## config.mk

```make
export PLATFORM = sky130hd
export DESIGN_NAME = fifo_drain
export DESIGN_NICKNAME = d
export VERILOG_FILES = /design/src/rtl/fifo_pkg.sv /design/src/rtl/skid_buf.sv /design/src/rtl/fifo_drain.sv
export SDC_FILE = /design/constraint.sdc
export NUM_CORES = 1
export LEC_CHECK = 0
export ABC_AREA = 1
export CAP_MARGIN = 10
export CORE_MARGIN = 2
export CORE_UTILIZATION = 30
export CTS_CLUSTER_DIAMETER = 50
export DETAILED_ROUTE_END_ITERATION = 6
export GPL_ROUTABILITY_DRIVEN = 0
export SYNTH_ARGS = -nofsm -noshare
export SYNTH_HDL_FRONTEND = slang
export SYNTH_HIERARCHICAL = 1
export SYNTH_SLANG_ARGS = --single-unit
```

## constraint.sdc

```tcl
create_clock -name clk -period 4.2 [get_ports clk]
set_input_delay 1.05 -clock clk [delete_from_list [all_inputs] [get_ports clk]]
set_output_delay 1.05 -clock clk [all_outputs]
set_load 0.01 [all_outputs]
```

## src/rtl/fifo_pkg.sv

```systemverilog
// Shared definitions for the FIFO drain block.
//   state_t        : drain controller states (IDLE / READ / WAIT_LAST)
//   *_DEF          : default DATA_W, MAX_DATA and ADDR_BITS values
package fifo_pkg;

    localparam int DATA_W_DEF    = 8;
    localparam int MAX_DATA_DEF  = 16;
    localparam int ADDR_BITS_DEF = 5;

    typedef enum logic [1:0] {
        IDLE      = 2'd0,
        READ      = 2'd1,
        WAIT_LAST = 2'd2
    } state_t;

endpackage : fifo_pkg

```

## src/rtl/skid_buf.sv

```systemverilog
// Two-entry in-order valid/ready buffer.
// The writer must only push while occ < 2. Pushes beyond that are ignored.
// The head word holds stable until the sink accepts it.
//   clk, rst_n      : clock, asynchronous active-low reset
//   in_valid/in_data: write side (in_data is captured when in_valid is high)
//   occ             : current number of stored entries (0..2)
//   out_valid/out_ready/out_data : read side handshake
module skid_buf #(
    parameter int W = 9
) (
    input  logic         clk,
    input  logic         rst_n,
    input  logic         in_valid,
    input  logic [W-1:0] in_data,
    output logic [1:0]   occ,
    output logic         out_valid,
    input  logic         out_ready,
    output logic [W-1:0] out_data
);

    logic [W-1:0] mem [2];
    logic         wr_ptr;
    logic         rd_ptr;
    logic         push;
    logic         pop;

    assign push      = in_valid && (occ != 2'd2);
    assign out_valid = (occ != 2'd0);
    assign pop       = out_valid && out_ready;
    assign out_data  = mem[rd_ptr];

    // NOTE: the two storage words are reset on purpose. out_data is read
    // straight from storage, so this is what makes the stream data read zero
    // during reset. At this depth the reset costs nothing.
    always_ff @(posedge clk or negedge rst_n) begin
        if (!rst_n) begin
            mem[0] <= '0;
            mem[1] <= '0;
            wr_ptr <= 1'b0;
            rd_ptr <= 1'b0;
            occ    <= 2'd0;
        end else begin
            if (push) begin
                mem[wr_ptr] <= in_data;
                wr_ptr      <= ~wr_ptr;
            end
            if (pop) begin
                rd_ptr <= ~rd_ptr;
            end
            occ <= occ + {1'b0, push} - {1'b0, pop};
        end
    end

endmodule : skid_buf

```

## src/rtl/fifo_drain.sv

```systemverilog
// Drains an external FIFO into a valid/ready stream in bursts.
// A full burst of BURST words starts once the FIFO holds at least BURST words.
// A flush request drains a smaller residue as one short burst.
// The final word of every burst carries m_last.
//   clk, rst_n            : clock, asynchronous active-low reset
//   f_ren/f_rdata/f_count : FIFO pop strobe, head word (same cycle), occupancy
//   f_empty               : FIFO empty flag (not used: f_count decides reads)
//   m_valid/m_ready/m_data/m_last : output stream
//   flush                 : single-cycle request to drain the residue
//   busy                  : controller active or output words still buffered
//   bursts_done           : completed-burst counter, wraps at 16 bits
module fifo_drain
    import fifo_pkg::*;
#(
    parameter int DATA_W    = DATA_W_DEF,
    parameter int MAX_DATA  = MAX_DATA_DEF,
    parameter int ADDR_BITS = ADDR_BITS_DEF,
    parameter int BURST     = 4
) (
    input  logic                 clk,
    input  logic                 rst_n,
    output logic                 f_ren,
    input  logic [DATA_W-1:0]    f_rdata,
    input  logic [ADDR_BITS:0]   f_count,
    input  logic                 f_empty,
    output logic                 m_valid,
    input  logic                 m_ready,
    output logic [DATA_W-1:0]    m_data,
    output logic                 m_last,
    input  logic                 flush,
    output logic                 busy,
    output logic [15:0]          bursts_done
);

    localparam int CNT_W = ADDR_BITS + 1;
    // A burst can never be longer than the FIFO is deep.
    localparam int BURST_EFF = (BURST > MAX_DATA) ? MAX_DATA : BURST;
    localparam logic [CNT_W-1:0] BURST_C = CNT_W'(BURST_EFF);

    state_t           state, state_nxt;
    logic [CNT_W-1:0] issued, issued_nxt;
    logic [CNT_W-1:0] burst_len, burst_len_nxt;
    logic [CNT_W-1:0] issued_inc;
    logic             flush_pend, flush_pend_nxt;
    logic [15:0]      bursts_done_nxt;

    logic [1:0]        buf_occ;
    logic              buf_empty;
    logic              last_word;
    logic [DATA_W:0]   buf_out;

    // The empty flag is redundant with f_count and deliberately ignored.
    logic unused_f_empty;
    assign unused_f_empty = f_empty;

    assign issued_inc = issued + CNT_W'(1);
    assign last_word  = (issued_inc == burst_len);
    assign buf_empty  = (buf_occ == 2'd0);
    assign busy       = (state != IDLE) || !buf_empty;
    assign {m_last, m_data} = buf_out;

    // NOTE: every state and counter register uses non-blocking assignments.
    // All registers then update together from the values they held before
    // the edge.
    always_ff @(posedge clk or negedge rst_n) begin
        if (!rst_n) begin
            state       <= IDLE;
            issued      <= '0;
            burst_len   <= '0;
            flush_pend  <= 1'b0;
            bursts_done <= '0;
        end else begin
            state       <= state_nxt;
            issued      <= issued_nxt;
            burst_len   <= burst_len_nxt;
            flush_pend  <= flush_pend_nxt;
            bursts_done <= bursts_done_nxt;
        end
    end

    // NOTE: every output of this block is given a default before the case
    // statement. No path can then leave a value unassigned and infer a latch.
    always_comb begin
        state_nxt       = state;
        issued_nxt      = issued;
        burst_len_nxt   = burst_len;
        flush_pend_nxt  = flush_pend;
        bursts_done_nxt = bursts_done;
        f_ren           = 1'b0;

        unique case (state)
            IDLE: begin
                if (f_count >= BURST_C) begin
                    state_nxt     = READ;
                    burst_len_nxt = BURST_C;
                    issued_nxt    = '0;
                end else if (flush_pend && (f_count != '0)) begin
                    state_nxt     = READ;
                    burst_len_nxt = f_count;
                    issued_nxt    = '0;
                end else if (flush_pend && buf_empty) begin
                    // Nothing is left to drain, so the request is satisfied.
                    flush_pend_nxt = 1'b0;
                end
            end
            READ: begin
                // Reads are gated on f_count, never on f_empty. A read while
                // empty would skip the FIFO read pointer.
                if ((issued < burst_len) && (f_count != '0) && (buf_occ != 2'd2)) begin
                    f_ren      = 1'b1;
                    issued_nxt = issued_inc;
                    if (last_word) begin
                        state_nxt = WAIT_LAST;
                    end
                end
            end
            WAIT_LAST: begin
                if (m_valid && m_ready && m_last) begin
                    state_nxt       = IDLE;
                    bursts_done_nxt = bursts_done + 16'd1;
                end
            end
            default: state_nxt = IDLE;
        endcase

        // A flush that arrives during a burst is kept until the next IDLE.
        if (flush) begin
            flush_pend_nxt = 1'b1;
        end
    end

    skid_buf #(
        .W (DATA_W + 1)
    ) u_skid_buf (
        .clk       (clk),
        .rst_n     (rst_n),
        .in_valid  (f_ren),
        .in_data   ({last_word, f_rdata}),
        .occ       (buf_occ),
        .out_valid (m_valid),
        .out_ready (m_ready),
        .out_data  (buf_out)
    );

endmodule : fifo_drain

```

* After elaboration in Yosys (flattened, before gate mapping)
Cells that the tools add are included.
Operators by class: shift operators 0, reductions and logical operators 24, add/sub/neg operators 4, multiply operators 0, multiplexer cells 25, div/mod/pow operators 0, bitwise logic cells 4, eq/ne operators 10, order comparisons 5
Operators by type and width (count):
- $mux W9 | 4
- $mux W6 | 5
- $bwmux W18 | 1
- $add A16 B1 Y16 const B | 1
- $ne A2 B2 Y1 const B | 6
- $pmux W6 S2 | 1
- $reduce_bool A2 Y1 | 6
- $mux W2 | 5
- $demux W9 S1 | 1
- $logic_and A1 B1 Y1 | 8
- $reduce_and A4 Y1 | 2
- $mux W1 | 7
- $add A6 B1 Y6 const B | 1
- $eq A6 B6 Y1 | 1
- $ge A6 B3 Y1 const B | 1
- $lt A6 B6 Y1 | 1
- $pmux W2 S3 | 1
- $reduce_bool A6 Y1 | 1
- $ge A2 B2 Y1 const B | 2
- $logic_not A2 Y1 | 2
- $not A1 Y2 | 2
- $reduce_and A2 Y1 | 2
- $ne A3 B3 Y1 const B | 1
- $reduce_and A3 Y1 | 1
- other kinds (8) | 9
Word-level totals: bits in writable memories 0, latch bits 0, word-level logic and storage cells 82, output and inout port bits 28, ROM bits 0, bits of input ports 19, memories kept 0, flip-flop bits (word level) 53

* Logic depth before layout (Yosys ltp)
depth after elaboration 8, mapped depth 19, mapped depth without buffers 18

* Modules after synthesis
Netlist, hierarchy kept.
By module, submodules not included:
- fifo_drain | area an instance 1924.3 um^2, seq. area each 775.7 um^2, times used 1, cells an instance 249
- skid_buf | area an instance 1083.5 um^2, seq. area each 550.5 um^2, times used 1, cells an instance 137

* Worst setup path before layout
No wires, ideal clock.
kind input -> output, from input port f_count[4], to output port f_ren, slack 1.367 ns, stages on the path 6, path buffers 1, data arrival time 1.783 ns, required time 3.150 ns, cells stage by stage nor2_1 > nand3_1 > nand4_1 > or2_1 > buf_2 > inv_1
On the way: longest elaborated chain between the ends 5
Ends and longest elaborated chain:
- start: declaration | line fifo_drain.sv:24 | input logic [ADDR_BITS:0] f_count,
- $reduce_bool A6 Y1 | line fifo_drain.sv:109 | if ((issued < burst_len) && (f_count != '0) && (buf_occ != 2'd2)) begin
- $logic_and A1 B1 Y1 (2 in a row) | line fifo_drain.sv:109
- $mux W1 | line fifo_drain.sv:109
- $mux W1 | line fifo_drain.sv:91 | unique case (state)
- end: declaration | line fifo_drain.sv:22 | output logic f_ren,
No other way between the ends.

* Final worst setup path
from input port f_count[0], to output port f_ren
Same word-level chain as after synthesis.

==> qor.csv <==
stage,metric,value,unit
min_path,Hold Path Class,flop to flop,
global_routing,initial antenna violation count,0,
critical_path,Slowest cell on crit path,clkdlybuf4s50_1,
detailed_routing,WL final,6.60,mm
detailed_routing,initial DRC count,108,
critical_path,CP bufs+invs,3,
final_layout,Post-Layout Cell Count,566,
clocking,clock sinks,53,
power_and_ir_drop,LEAKAGE,1.85,nW
logic_synthesis,"Seq/Total Area, Yosys",44.1,%
die,starting density of the core,30.8,%
clocking,Worst-path clk slew,0.10,ns
clocking,root buf cell,clkbuf_8,
clocking,Longest Clk Path Bufs,2,
critical_path,critical path arrival,2.68,ns
sta,Max Fclk,0.268,GHz
job,Max Cap Violations,0,
logic_synthesis,Synth Instances,386,
power_and_ir_drop,Pwr Total,2.17,mW
global_routing,global-route wire length before repair,11.2,mm
detailed_routing,drt wl/cell,11.7,um
sta,Max Slew Vio Count,0,
clocking,"Setup Fix Bufs, Post-CTS",0,
sta,worst setup margin,0.466,ns
sta,clk_skew,0.00676,ns
sta,TNS Setup,0,ns
status,outcome,"finished, final reports clean",
critical_path,CP max stage delay,0.54,ns
final_layout,multi-input logic area,0.00145,mm2
die,boundary pin count,47,
die,number of core rows,36,
global_routing,vias in the first global route,2436,
logic_synthesis,Synthesized Nets,414,
logic_synthesis,Yosys top cell area share,44.1,%
final_layout,fin nets,460,
final_layout,synthesis-to-layout area growth,22.5,%
final_layout,register area,0.00133,mm2
die,die extent in x,104,um
critical_path,crit-path max FO,2,
clocking,htree depth,2,
clocking,CTS Buf Count,5,
logic_synthesis,"area leader, netlist",dfrtp_1,
detailed_routing,drt pass-1 iters,5,
sta,Final setup viols,0,
critical_path,WS Path Type,input port to output pin,
die,core area,0.00977,mm2
logic_synthesis,post-synth design cell area,0.00301,mm2
global_routing,Congestion Overflow GR,0,
power_and_ir_drop,maximum VDD drop,264,uV
sta,Hold Slack,0.481,ns
die,Die Y,104,um
final_layout,post-route cell area,0.00368,mm2
placement,post-detail-place hpwl,4.78,mm
logic_synthesis,Syn Area/Cell,7.79,um2
logic_synthesis,"top cells by area, synth","dfrtp_1, nand2_1, nand4_1, inv_1, nand3_1",
clocking,cts hold-fix bufs,0,
logic_synthesis,Synth Warn #,6,
critical_path,"Critical Path, Cell by Cell",clkdlybuf4s50_1 > nor2_1 > nand3_1 > nand4_1 > or2_1 > inv_1 > clkdlybuf4s50_1,
final_layout,Finished Core Util,37.7,%
critical_path,Critical Path Start Type,input port,
detailed_routing,via density per instance,4.54,
sta,final hold vios,0,
clocking,clock latency on the worst-skew pair,0.31,ns
placement,placed insts,558,
global_routing,largest net degree at the start of global routing,43,
final_layout,fill cell count,1041,
critical_path,CP most frequent cell,clkdlybuf4s50_1,
logic_synthesis,Synth cell types,31,
final_layout,Antenna Cells,0,
placement,port bufs,45,
detailed_routing,final antenna-violating net count,0,
detailed_routing,via count,2569,
critical_path,Critical Path End Type,output pin,
clocking,CTS tree,built,
die,Die ar.,0.0108,mm2
placement,Placed Area,0.00359,mm2
detailed_routing,Residual DRC,0,
final_layout,layout cells sized above 1,7.39,%
clocking,CTS resizes,0,
sta,RSZ-0062 raised after global routing,false,
sta,Final min period,3.73,ns
sta,slew margin rel.,35.6,%
logic_synthesis,synthesized flop and latch total,53,
sta,worst-margin pin slew,0.966,ns
critical_path,Worst EP required,3.15,ns
power_and_ir_drop,pwr/cell area,589,mW/mm2
placement,worst setup slack after placement,0.448,ns
global_routing,total track usage,12.4,%
critical_path,CP top delay family,buffers and inverters,
sta,fin crit share,88.9,%
## logic make-up after synthesis
logic type / synth area share [%]
flip-flops: 44.1
buffers and inverters: 7.61
AND/OR/NAND/NOR: 37.5
XOR/XNOR: 4.08
AO/OA/AOI/OAI: 2.95
adder cells (fa/ha/maj): 3.74
## state kept, by name (all words and copies together) (netlist names)
register and count:
state 2, u_skid_buf/wr_ptr 1, u_skid_buf/rd_ptr 1, issued 6, flush_pend 1, u_skid_buf/mem 18
u_skid_buf/occ 2, burst_len 6, bursts_done 16
## layout make-up
cell class / count / area share [%]
Sequential cell: 53 / 36.0
Clock inverter: 3 / 0.713
Clock buffer: 5 / 1.87
Timing Repair Buffer: 48 / 12.7
Multi-Input combinational cell: 277 / 39.4
Inverter: 47 / 4.79
Tap cell: 133 / 4.52
## synthesized netlist by cell type (all sizes together)
cell type,number
nand3,31
clkbuf,1
buf,8
a21oi,6
nor3,4
xnor2,4
nand2,144
dfrtp,53
ha,9
nor2,31
o21a,1
xor2,10
o22ai,1
o21ai,6
o21bai,2
or2,1
and2,1
nand4,26
clkinv,1
inv,46
## power by group
group | internal, mW | switching, mW | leakage, nW | total, mW
Sequential | 0.651 | 0.144 | 0.663 | 0.795
Combinational | 0.420 | 0.646 | 1.15 | 1.07
Clock | 0.122 | 0.187 | 0.0423 | 0.309
Total | 1.19 | 0.978 | 1.85 | 2.17
## tightest hold or removal path: cells and delay by family (launching register included)
family,cells,cell delay (ns)
flip-flops,1,0.36
AND/OR/NAND/NOR,2,0.10
## placed cells by master (no fill, tap or decap)
master and count:
ha_1 9, o21a_1 1, nor2_4 4, nor2_8 1, buf_2 1, nand2_2 4, nand2_1 139, or2_1 1
nand3_1 26, o21bai_1 2, and2_1 1, xnor2_1 4, nor2_2 1, nand3_2 1, clkinvlp_4 2, inv_1 42
nand3_4 4, inv_8 1, o22ai_1 1, clkinv_1 1, nand4_1 26, inv_2 4, clkbuf_8 5, dfrtp_1 53
nor3_1 4, nand2_4 1, o21ai_0 4, clkdlybuf4s50_1 44, buf_4 3, o21ai_1 2, xor2_1 10, a21oi_1 6
nor2_1 25
## final timing paths
kind,slack [ns],from,cells after the start,endpoint
max,0.47,f_count[0],7,f_ren
min,0.48,u_skid_buf/mem[2],2,u_skid_buf/mem[2]
max reg2reg,1.51,issued[3],18,u_skid_buf/occ[1]
min reg2reg,0.48,u_skid_buf/mem[2],2,u_skid_buf/mem[2]
max in group asynchronous,2.58,rst_n,2,u_skid_buf/mem[3]
min in group asynchronous,0.87,rst_n,1,issued[1]
## metal layers
layer	GRT usage, %	up-vias	routed length [um]	part of all wire (%)
met5	0	-	0	0
met4	3.57	0	110	1.7
met3	2.26	8	217	3.3
met2	21.5	48	3180	48
met1	15.9	1189	3090	47
li1	-	1324	-	-
(Power assumes the default switching activity.)
